<file path="src/rtl/rvv_group_sequencer.sv">
// rvv_group_sequencer: vsetvl state plus LMUL group expansion of one vector ALU
// instruction into registered, tail-masked per-register beats with valid/ready.

// One byte lane: works out whether this byte of the current beat is a body
// element (index < vl) and zeroes both operand bytes when it is tail.
module rvv_seq_lane #(
   parameter int IDX   = 0,
   parameter int VLEN  = 64,
   parameter int AVL_W = 8
) (
   input  logic [2:0]       i_b,
   input  logic [2:0]       i_sew,
   input  logic [AVL_W-1:0] i_vl,
   input  logic [7:0]       i_a,
   input  logic [7:0]       i_bb,
   output logic             o_be,
   output logic [7:0]       o_a,
   output logic [7:0]       o_b
);
   logic [31:0] w_epr;
   logic [31:0] w_e;

   // global element index = beat * elements-per-register + element-in-register
   always_comb begin
      w_epr = 32'(VLEN / 8) >> i_sew;
      w_e   = (w_epr * 32'(i_b)) + (32'(IDX) >> i_sew);
      o_be  = (w_e < 32'(i_vl));
      o_a   = o_be ? i_a  : 8'h00;
      o_b   = o_be ? i_bb : 8'h00;
   end
endmodule

module rvv_group_sequencer #(
   parameter int VLEN  = 64,
   parameter int ELEN  = 64,
   parameter int AVL_W = 8,
   parameter int XLEN  = 32
) (
   input  logic                 clk,
   input  logic                 rst,
   input  logic                 cfg_valid,
   output logic                 cfg_ready,
   input  logic [2:0]           cfg_sew,
   input  logic [2:0]           cfg_lmul,
   input  logic [AVL_W-1:0]     cfg_avl,
   output logic [AVL_W-1:0]     vl,
   output logic [6:0]           vtype,
   input  logic                 in_valid,
   output logic                 in_ready,
   input  logic [3:0]           in_op,
   input  logic [4:0]           in_vs1,
   input  logic [4:0]           in_vs2,
   input  logic [4:0]           in_vd,
   input  logic [XLEN-1:0]      in_scalar,
   output logic [4:0]           rf_raA,
   output logic [4:0]           rf_raB,
   input  logic [VLEN-1:0]      rf_rdA,
   input  logic [VLEN-1:0]      rf_rdB,
   output logic                 out_valid,
   input  logic                 out_ready,
   output logic [VLEN-1:0]      out_opA,
   output logic [VLEN-1:0]      out_opB,
   output logic [XLEN-1:0]      out_scalar,
   output logic [3:0]           out_op,
   output logic [2:0]           out_sew,
   output logic [4:0]           out_wa,
   output logic [VLEN/8-1:0]    out_be,
   output logic                 out_last,
   output logic                 illegal
);
   localparam int NB = VLEN / 8;

   typedef enum logic [1:0] {S_IDLE, S_ISSUE, S_DRAIN} state_t;

   state_t r_state, w_state_nxt;

   // architectural vl/vtype
   logic [AVL_W-1:0] r_vl;
   logic             r_vill;
   logic [2:0]       r_sew, r_lmul;

   // in-flight instruction snapshot (immune to later vsetvl)
   logic [3:0]       r_op;
   logic [XLEN-1:0]  r_scalar;
   logic [4:0]       r_vs1, r_vs2, r_vd;
   logic [AVL_W-1:0] r_ivl;
   logic [2:0]       r_isew, r_ilmul;
   logic [2:0]       r_b;

   // output beat register
   logic             r_out_valid;
   logic [VLEN-1:0]  r_out_opA, r_out_opB;
   logic [XLEN-1:0]  r_out_scalar;
   logic [3:0]       r_out_op;
   logic [2:0]       r_out_sew;
   logic [4:0]       r_out_wa;
   logic [NB-1:0]    r_out_be;
   logic             r_out_last;
   logic             r_illegal;

   logic [31:0]      w_sew_bits, w_vlmax;
   logic             w_cfg_bad, w_cfg_fire;
   logic [AVL_W-1:0] w_cfg_vl;
   logic [4:0]       w_lmul_mask;
   logic             w_misalign, w_in_fire, w_in_illegal, w_in_go;
   logic             w_last_beat, w_load;
   logic [NB-1:0]           w_be;
   logic [NB-1:0][7:0]      w_opA, w_opB;

   assign cfg_ready = (r_state == S_IDLE);
   assign in_ready  = (r_state == S_IDLE) && !cfg_valid;
   assign rf_raA    = r_vs1 + {2'b00, r_b};
   assign rf_raB    = r_vs2 + {2'b00, r_b};

   assign vl         = r_vl;
   assign vtype      = {r_vill, r_sew, r_lmul};
   assign out_valid  = r_out_valid;
   assign out_opA    = r_out_opA;
   assign out_opB    = r_out_opB;
   assign out_scalar = r_out_scalar;
   assign out_op     = r_out_op;
   assign out_sew    = r_out_sew;
   assign out_wa     = r_out_wa;
   assign out_be     = r_out_be;
   assign out_last   = r_out_last;
   assign illegal    = r_illegal;

   // vsetvl decode: 32-bit math so VLMAX up to 512 elements never overflows
   always_comb begin
      w_cfg_fire = cfg_valid && (r_state == S_IDLE);
      w_sew_bits = 32'd8 << cfg_sew;
      w_cfg_bad  = (cfg_sew > 3'd3) || (w_sew_bits > 32'(ELEN)) || (cfg_lmul > 3'd3);
      w_vlmax    = (32'(VLEN) >> (32'd3 + 32'(cfg_sew))) << cfg_lmul;
      w_cfg_vl   = (32'(cfg_avl) < w_vlmax) ? cfg_avl : w_vlmax[AVL_W-1:0];
   end

   // instruction legality and beat sequencing conditions
   always_comb begin
      w_lmul_mask  = (5'd1 << r_lmul) - 5'd1;
      w_misalign   = |((in_vs1 | in_vs2 | in_vd) & w_lmul_mask);
      w_in_fire    = in_valid && in_ready;
      w_in_illegal = r_vill || w_misalign;
      w_in_go      = w_in_fire && !w_in_illegal && (r_vl != '0);
      w_last_beat  = ({1'b0, r_b} == ((4'd1 << r_ilmul) - 4'd1));
      w_load       = (r_state == S_ISSUE) && (!r_out_valid || out_ready);
   end

   genvar gi;
   generate
      for (gi = 0; gi < NB; gi++) begin : g_lane
         rvv_seq_lane #(.IDX(gi), .VLEN(VLEN), .AVL_W(AVL_W)) u_lane (
            .i_b  (r_b),
            .i_sew(r_isew),
            .i_vl (r_ivl),
            .i_a  (rf_rdA[8*gi +: 8]),
            .i_bb (rf_rdB[8*gi +: 8]),
            .o_be (w_be[gi]),
            .o_a  (w_opA[gi]),
            .o_b  (w_opB[gi])
         );
      end
   endgenerate

   // FSM state register
   always_ff @(posedge clk) begin
      if (!rst) r_state <= S_IDLE;
      else      r_state <= w_state_nxt;
   end

   // FSM next state: IDLE -> ISSUE on a legal non-empty group, DRAIN holds the last beat
   always_comb begin
      w_state_nxt = r_state;
      case (r_state)
         S_IDLE:  if (w_in_go) w_state_nxt = S_ISSUE;
         S_ISSUE: if (w_load && w_last_beat) w_state_nxt = S_DRAIN;
         S_DRAIN: if (out_ready) w_state_nxt = S_IDLE;
         default: w_state_nxt = S_IDLE;
      endcase
   end

   // vl/vtype update on vsetvl
   always_ff @(posedge clk) begin
      if (!rst) begin
         r_vl   <= '0;
         r_vill <= 1'b1;
         r_sew  <= 3'd0;
         r_lmul <= 3'd0;
      end else if (w_cfg_fire) begin
         if (w_cfg_bad) begin
            r_vl   <= '0;
            r_vill <= 1'b1;
            r_sew  <= 3'd0;
            r_lmul <= 3'd0;
         end else begin
            r_vl   <= w_cfg_vl;
            r_vill <= 1'b0;
            r_sew  <= cfg_sew;
            r_lmul <= cfg_lmul;
         end
      end
   end

   // instruction snapshot and beat counter
   always_ff @(posedge clk) begin
      if (!rst) begin
         r_op     <= 4'd0;
         r_scalar <= '0;
         r_vs1    <= 5'd0;
         r_vs2    <= 5'd0;
         r_vd     <= 5'd0;
         r_ivl    <= '0;
         r_isew   <= 3'd0;
         r_ilmul  <= 3'd0;
         r_b      <= 3'd0;
      end else if (w_in_go) begin
         r_op     <= in_op;
         r_scalar <= in_scalar;
         r_vs1    <= in_vs1;
         r_vs2    <= in_vs2;
         r_vd     <= in_vd;
         r_ivl    <= r_vl;
         r_isew   <= r_sew;
         r_ilmul  <= r_lmul;
         r_b      <= 3'd0;
      end else if (w_load) begin
         r_b      <= r_b + 3'd1;
      end
   end

   // output beat register: loads a new beat when empty or being consumed
   always_ff @(posedge clk) begin
      if (!rst) begin
         r_out_valid  <= 1'b0;
         r_out_opA    <= '0;
         r_out_opB    <= '0;
         r_out_scalar <= '0;
         r_out_op     <= 4'd0;
         r_out_sew    <= 3'd0;
         r_out_wa     <= 5'd0;
         r_out_be     <= '0;
         r_out_last   <= 1'b0;
      end else if (w_load) begin
         r_out_valid  <= 1'b1;
         r_out_opA    <= w_opA;
         r_out_opB    <= w_opB;
         r_out_scalar <= r_scalar;
         r_out_op     <= r_op;
         r_out_sew    <= r_isew;
         r_out_wa     <= r_vd + {2'b00, r_b};
         r_out_be     <= w_be;
         r_out_last   <= w_last_beat;
      end else if ((r_state == S_DRAIN) && out_ready) begin
         r_out_valid  <= 1'b0;
      end
   end

   // one-cycle pulse for a dropped instruction
   always_ff @(posedge clk) begin
      if (!rst) r_illegal <= 1'b0;
      else      r_illegal <= w_in_fire && w_in_illegal;
   end
endmodule

</file>
<file path="config.mk">
export PLATFORM = sky130hd
export DESIGN_NAME = rvv_group_sequencer
export DESIGN_NICKNAME = d
export VERILOG_FILES = /design/src/rtl/rvv_group_sequencer.sv
export SDC_FILE = /design/constraint.sdc
export NUM_CORES = 1
export LEC_CHECK = 0
export ABC_AREA = 1
export BUFFER_PORTS_ARGS = -buffer_cell sky130_fd_sc_hd__buf_2
export CAP_MARGIN = 20
export CORE_ASPECT_RATIO = 0.75
export CORE_MARGIN = 3
export CORE_UTILIZATION = 52
export CTS_CLUSTER_SIZE = 12
export DETAILED_ROUTE_END_ITERATION = 8
export PLACE_DENSITY_LB_ADDON = 0.15
export SYNTH_ARGS = -nofsm -noshare
export SYNTH_HDL_FRONTEND = slang
export SYNTH_SLANG_ARGS = --single-unit
export TNS_END_PERCENT = 1
</file>
<file path="constraint.sdc">
create_clock -name clk -period 5.81 [get_ports clk]
set_input_delay 0.2905 -clock clk [delete_from_list [all_inputs] [get_ports clk]]
set_output_delay 0.2905 -clock clk [all_outputs]
set_load 0.02 [all_outputs]
</file>
==> results of run 1 <==
-- cells in the final DEF (no fill, tap or decap), drive strengths merged, types with 26 or more instances in the layout --
cell type      n
a21oi        209
buf          420
clkbuf        42
dfxtp        268
dlygate4sd3  148
ha            96
inv           89
nand2        271
nand2b       112
nand3         35
nand4         26
nor2         216
o21ai        141
xor2          32
-- path summary, 6_finish.rpt --
check,from,end,slack [ns],depth (start not counted)
worst max-delay path,r_isew[0],out_opA[31],0.65,19
worst max register to register,r_isew[0],out_opA[31],0.65,19
worst min-delay path,in_scalar[29],r_scalar[29],0.0008,3
worst min register to register,out_opB[52],out_opB[52],0.46,2
-- sequential cells by signal, indices dropped and copies added (netlist names), 4 cells and up --
name / cells
r_op: 4
r_scalar: 32
out_be: 8
out_op: 4
vl: 8
out_wa: 5
r_vs1: 5
r_vs2: 5
r_ivl: 8
out_opB: 64
out_opA: 64
out_scalar: 32
r_vd: 5
-- cell families after synthesis --
family,after synthesis
flops,268
fa+ha+maj,108
buf+inv,173
compound gates,366
xor+xnor,48
simple gates,680
-- synth_stat cells (2+ instances only) --
cell       count
o2111ai_1      5
clkbuf_1      57
nand2_4        3
or2_2          3
nor2_1       213
o21ai_1        5
a21o_1         3
inv_2          6
buf_4          5
o21ai_0      136
nor3_1        10
nor3_2         2
nor2_4         3
buf_6          3
nor4_1         2
nand2b_1     112
nand4_1       25
ha_1          96
inv_1         82
nand2_1      265
xor2_1        31
buf_1          4
dfxtp_1      268
fa_1          12
xnor2_1       16
a22oi_1        2
nand2_2        3
nand3_1       35
a21oi_1      209
buf_2         15
-- worst min-delay path: cells and delay by family --
family,cells,cell delay (ns)
AO/OA/AOI/OAI,1,0.07
AND/OR/NAND/NOR,1,0.09
buffers and inverters,1,0.07
-- area by class of cell --
| class | instances | area, µm² |
|---|---|---|
| multi-input combinational | 1202 | 6850 |
| fill | 1889 | 6770 |
| sequential | 268 | 5370 |
| timing repair buffer | 568 | 3620 |
| clock buffer | 42 | 783 |
| tap | 331 | 414 |
| inverter | 88 | 333 |
| clock inverter | 4 | 73.8 |
| antenna | 5 | 12.5 |
-- metal layers --
metal,GRT usage (%),wire [µm],vias up
li1,-,-,6432
met1,36.5,17000,6057
met2,49.8,19500,488
met3,6.77,2810,144
met4,13.8,2110,0
met5,0,0,-
-- power by group --
group / switching (mW) / total (mW) / internal (mW)
combinational: 0.153 / 0.309 / 0.156
sequential: 0.00621 / 1.85 / 1.85
clock: 0.742 / 1.71 / 0.972
-- stage by stage --
stage | util (%) | worst slack (ns) | hold slack (ns) | std cells | total power, mW
floorplan | - | 1.53 | 0.402 | 1643 | 2.01
global placement | 62.3 | 0.622 | 0.449 | 2307 | 2.11
detailed placement | 62.3 | 0.636 | 0.452 | 2308 | 2.12
CTS | 71.9 | 0.586 | 0.000155 | 2501 | 3.89
global route | 72.0 | 0.200 | 0.00263 | 2504 | 4.01
finish | 72.1 | 0.648 | 0.000775 | 2508 | 3.88
==> impl_metrics.py, run 1 <==
metrics = {
    "outcome": {
        "outcome": "finished, final reports clean",
    },
    "pwr": {
        "ir_drop_mv": 0.205,
        "power.leakage_nw": 7.89,
        "power_density_mw_per_mm2": 222,
    },
    "global_route": {
        "grt_pass1_wl_um": 65500,
        "grt_start_max_net_pins": 112,
        "track_usage_pct": 29.6,
        "overflow": 0,
        "antenna_found_initial": 1,
        "grt_pass1_vias": 12900,
    },
    "min_path": {
        "hold_path.class": "in2reg",
    },
    "detailed_routing": {
        "firstDrtPassIters": 5,
        "drtAntennaViolNets": 0,
        "vias_per_cell": 5.23,
        "drc": 0,
        "wire_per_inst_um": 16.5,
        "vias": 13100,
        "drtIter0Drc": 635,
        "wl_um": 41400,
    },
    "yosys": {
        "ys_types": 42,
        "synth_top_family_by_area": "simple AND/OR/NAND/NOR gates",
        "avgSynthCellArea_um2": 7.86,
        "synthAdderAreaFrac_pct": 11.2,
        "synth_area_leaders": "dfxtp_1 42%, ha_1 9.3%, a21oi_1 8.1%, nand2_1 7.7%, nor2_1 6.2%",
        "yosysWarningCount": 0,
        "synth_cells": 1643,
        "async_reset_ff_share_pct": 0,
        "yosysSeqAreaShare_pct": 41.5,
        "synth_top_area_share_pct": 41.5,
        "synth_edf_count": 0,
        "syn_area_mm2": 0.0129,
        "ys_ff_latch": 268,
        "synth_compound_area_share_pct": 14.7,
        "muxShareOfSynthArea_pct": 0,
        "synthXorXnorAreaFrac_pct": 3.40,
        "synth_fp_nets": 1949,
        "synthSimpleGateAreaFrac_pct": 23.7,
        "ys.flop_type": "dfxtp_1",
        "yosys.area.top_type": "dfxtp_1",
    },
    "placement": {
        "gp_congestion": 0.872,
        "io_buffers": 407,
        "hpwl_um": 27800,
        "dpl-instance-area_mm2": 0.0151,
    },
    "layout": {
        "drive_gt1_share_pct": 22.2,
        "area_growth_pct": 35.1,
        "fin_nets": 2462,
        "final_cell_area_mm2": 0.0175,
    },
    "clock_network": {
        "numCtsBuffers": 28,
        "cts.repair_timing.setup_buffer_count": 0,
        "cts_sinks": 268,
        "max-clock-path-buffers": 3,
        "post_cts_resized": 0,
        "clkLatencyLatePin_ns": 0.57,
        "clk_transition_reported_paths_ns": 0.06,
        "cts_tree": "built",
        "ctsHoldBuffers": 147,
        "htreeDepth": 1,
        "ctsRootBufferMaster": "clkbuf_16",
    },
    "worst_setup_path": {
        "critPathSlowestCell": "fa_1",
        "crit_type": "reg2reg",
        "path_cells": "inv_1, ha_1, inv_1, nor2_1, inv_1, nor2_1, fa_1, ha_1, fa_1, nand2_1, or2_2, nor3_1, xor2_1, ha_1, nand2_1, o2111ai_1, buf_4, nand2b_1, a21oi_1",
        "worstSetupStartpointType": "flop",
        "critical-path-top-delay-family": "adder cells",
        "worstPathRequired_ns": 6.21,
        "worstPathMaxFanout": 14,
        "crit_buf_inv": 4,
        "end_kind": "flop",
        "cp.arrival_ns": 5.56,
        "cpPeakStageDelay_ns": 0.90,
    },
    "timing": {
        "setup_tns_ns": 0,
        "fin_crit_sh_pct": 88.8,
        "final_max_slew_viol_count": 0,
        "final_hold_viol_count": 0,
        "fin_skew_ns": 0.0149,
        "rsz0062_at_grt": "false",
        "worstMarginPinSlew_ns": 0.985,
        "layout_min_cycle_time_ns": 5.16,
        "fmax_mhz": 194,
        "setup_viol": 0,
        "relSlewSlack_pct": 34.3,
    },
    "die": {
        "start_util_pct": 53.4,
        "die_h_um": 143,
        "die_x_um": 188,
        "dieArea_mm2": 0.0268,
        "fp-row-count": 49,
        "coreArea_mm2": 0.0242,
        "ios": 408,
    },
    "run": {
        "max_cap_viol_count": 0,
    },
}
Power figures use the tool's default switching activity.
==> inputs of run 2 (changes only) <==
Settings changed: CELL_PAD_IN_SITES_DETAIL_PLACEMENT set to 1, CELL_PAD_IN_SITES_GLOBAL_PLACEMENT set to 2, CORE_UTILIZATION 52 to 29.
==> impl_metrics.py, run 2 (same netlist as run 1, synthesis figures left out) <==
metrics = {
    "timing": {
        "final_max_slew_viol_count": 0,
        "setup_tns_ns": 0,
        "fin_crit_sh_pct": 87.1,
        "final_hold_viol_count": 0,
        "rsz0062_at_grt": "false",
        "layout_min_cycle_time_ns": 5.06,
        "relSlewSlack_pct": 35.6,
        "worst_slack_ns": 0.752,
        "worstMarginPinSlew_ns": 0.966,
        "fin_skew_ns": 0.0114,
        "fmax_mhz": 198,
        "setup_viol": 0,
    },
    "detailed_routing": {
        "wire_per_inst_um": 17.9,
        "drtAntennaViolNets": 0,
        "vias": 13000,
        "wl_um": 49800,
        "firstDrtPassIters": 4,
        "vias_per_cell": 4.67,
        "drc": 0,
        "drtIter0Drc": 517,
    },
    "worst_setup_path": {
        "cp_common_cell": "inv_1",
        "worstPathRequired_ns": 6.31,
        "crit_type": "reg2reg",
        "worstPathMaxFanout": 18,
        "critPathSlowestCell": "fa_1",
        "reg2reg_depth": 21,
        "end_kind": "flop",
        "cpPeakStageDelay_ns": 0.50,
        "path_cells": "inv_1, ha_1, inv_1, nor2_1, inv_1, nor2_1, fa_1, ha_1, fa_1, xor2_4, inv_2, nor2_4, nand2_1, nor2_1, ha_1, nand2_1, inv_1, nand4_1, o2111ai_2, nand2b_1, a21oi_1",
        "r2r-start": "r_isew[0]",
        "reg2reg_slack_ns": 0.75,
        "cp.arrival_ns": 5.56,
        "r2r_end": "out_opA[26]",
        "worstSetupStartpointType": "flop",
    },
    "global_route": {
        "grt_pass1_wl_um": 78000,
        "overflow": 0,
        "antenna_found_initial": 5,
        "grt_start_max_net_pins": 124,
        "grt_pass1_vias": 13700,
        "track_usage_pct": 20.4,
    },
    "clock_network": {
        "max-clock-path-buffers": 3,
        "clkLatencyLatePin_ns": 0.59,
        "clk_transition_reported_paths_ns": 0.06,
        "post_cts_resized": 0,
        "htreeDepth": 1,
        "ctsHoldBuffers": 174,
        "cts_tree": "built",
        "cts.repair_timing.setup_buffer_count": 0,
        "numCtsBuffers": 30,
        "ctsRootBufferMaster": "clkbuf_16",
        "cts_sinks": 268,
    },
    "layout": {
        "final_cell_area_mm2": 0.0183,
        "area_growth_pct": 41.3,
        "layout_commonest_cell": "buf_2",
        "final_util_pct": 41.8,
        "fin_nets": 2493,
        "drive_gt1_share_pct": 22.5,
        "final_cell_mix": "407 x buf_2, 268 x dfxtp_1, 264 x nand2_1",
    },
    "min_path": {
        "hold_path_startpoint": "in_scalar[21]",
        "min_to": "r_scalar[21]",
        "hold_path.class": "in2reg",
        "hold_depth": 3,
    },
    "placement": {
        "hpwl_um": 35600,
        "place_ws_ns": 0.722,
        "io_buffers": 407,
        "gp_congestion": 0.813,
        "dpl-instance-area_mm2": 0.0154,
    },
    "die": {
        "start_util_pct": 29.6,
        "ios": 408,
        "coreArea_mm2": 0.0437,
        "die_h_um": 189,
        "fp-row-count": 66,
        "die_x_um": 250,
        "dieArea_mm2": 0.0472,
    },
    "pwr": {
        "total_power_mw": 4.22,
        "power_density_mw_per_mm2": 231,
        "ir_drop_mv": 0.210,
        "power.leakage_nw": 8.12,
    },
    "outcome": {
        "outcome": "finished, final reports clean",
    },
    "run": {
        "max_cap_viol_count": 0,
    },
}
run 2: cell count changes in the layout (fill, tap and decap cells not counted), sizes merged:
cell,change
dlygate4sd3,+26
buf,+3
bufinv,+3
clkbuf,+2
clkinv,+1
inv,-1
run 2: final cells by class:
cell class | count | area (µm²)
antenna | 5 | 12.5
clock buffer | 44 | 893
clock inverter | 7 | 160
fill | 5332 | 25400
inverter | 88 | 333
multi-input combinational | 1202 | 6870
sequential | 268 | 5370
tap | 578 | 723
timing repair buffer | 597 | 3900
run 2: worst max-delay path by stage:
| stage | startpoint | cells after the start | slack (ns) | endpoint |
|---|---|---|---|---|
| 6_report | r_isew[0] | 21 | 0.75 | out_opA[26] |
| 5_1_grt | r_isew[0] | 19 | 0.28 | out_opB[27] |
| 4_1_cts | r_isew[0] | 21 | 0.71 | out_opB[27] |
| 3_5_place_dp | r_isew[0] | 21 | 0.72 | out_opA[25] |
| 3_3_place_gp | r_isew[0] | 19 | 0.98 | out_opA[30] |
| 2_1_floorplan | r_isew[0] | 20 | 1.53 | out_opB[61] |
run 2: per-stage QoR:
stage | instances | hold slack (ns)
2_1_floorplan | 1643 | 0.402
3_3_place_gp | 2559 | 0.449
3_5_place_dp | 2559 | 0.454
4_1_cts | 2784 | 0.000352
5_1_grt | 2787 | 0.00877
6_report | 2789 | 0.0253
run 2: worst max-delay path, delay by kind of cell, from the launching register on:
kind,cells,cell delay [ns]
AO/OA/AOI/OAI,2,0.61
flip-flops,1,0.36
buffers and inverters,5,0.54
XOR/XNOR,1,0.44
AND/OR/NAND/NOR,8,1.41
adder cells (fa/ha/maj),5,1.63
run 2: report_power, final:
| part | leakage (nW) | total [mW] | switching (mW) | internal (mW) |
|---|---|---|---|---|
| clock | 0.516 | 2.04 | 0.805 | 1.23 |
| combinational | 5.45 | 0.332 | 0.164 | 0.168 |
| sequential | 2.16 | 1.85 | 0.00636 | 1.85 |
run 2: routing by layer:
layer / global-route usage, % / share of wire [%] / vias to the layer above
met5: 0 / 0.026 / -
met4: 5.78 / 2.9 / 2
met3: 4.62 / 4.4 / 87
met2: 34.8 / 48 / 199
met1: 26.0 / 45 / 6251
li1: - / - / 6495
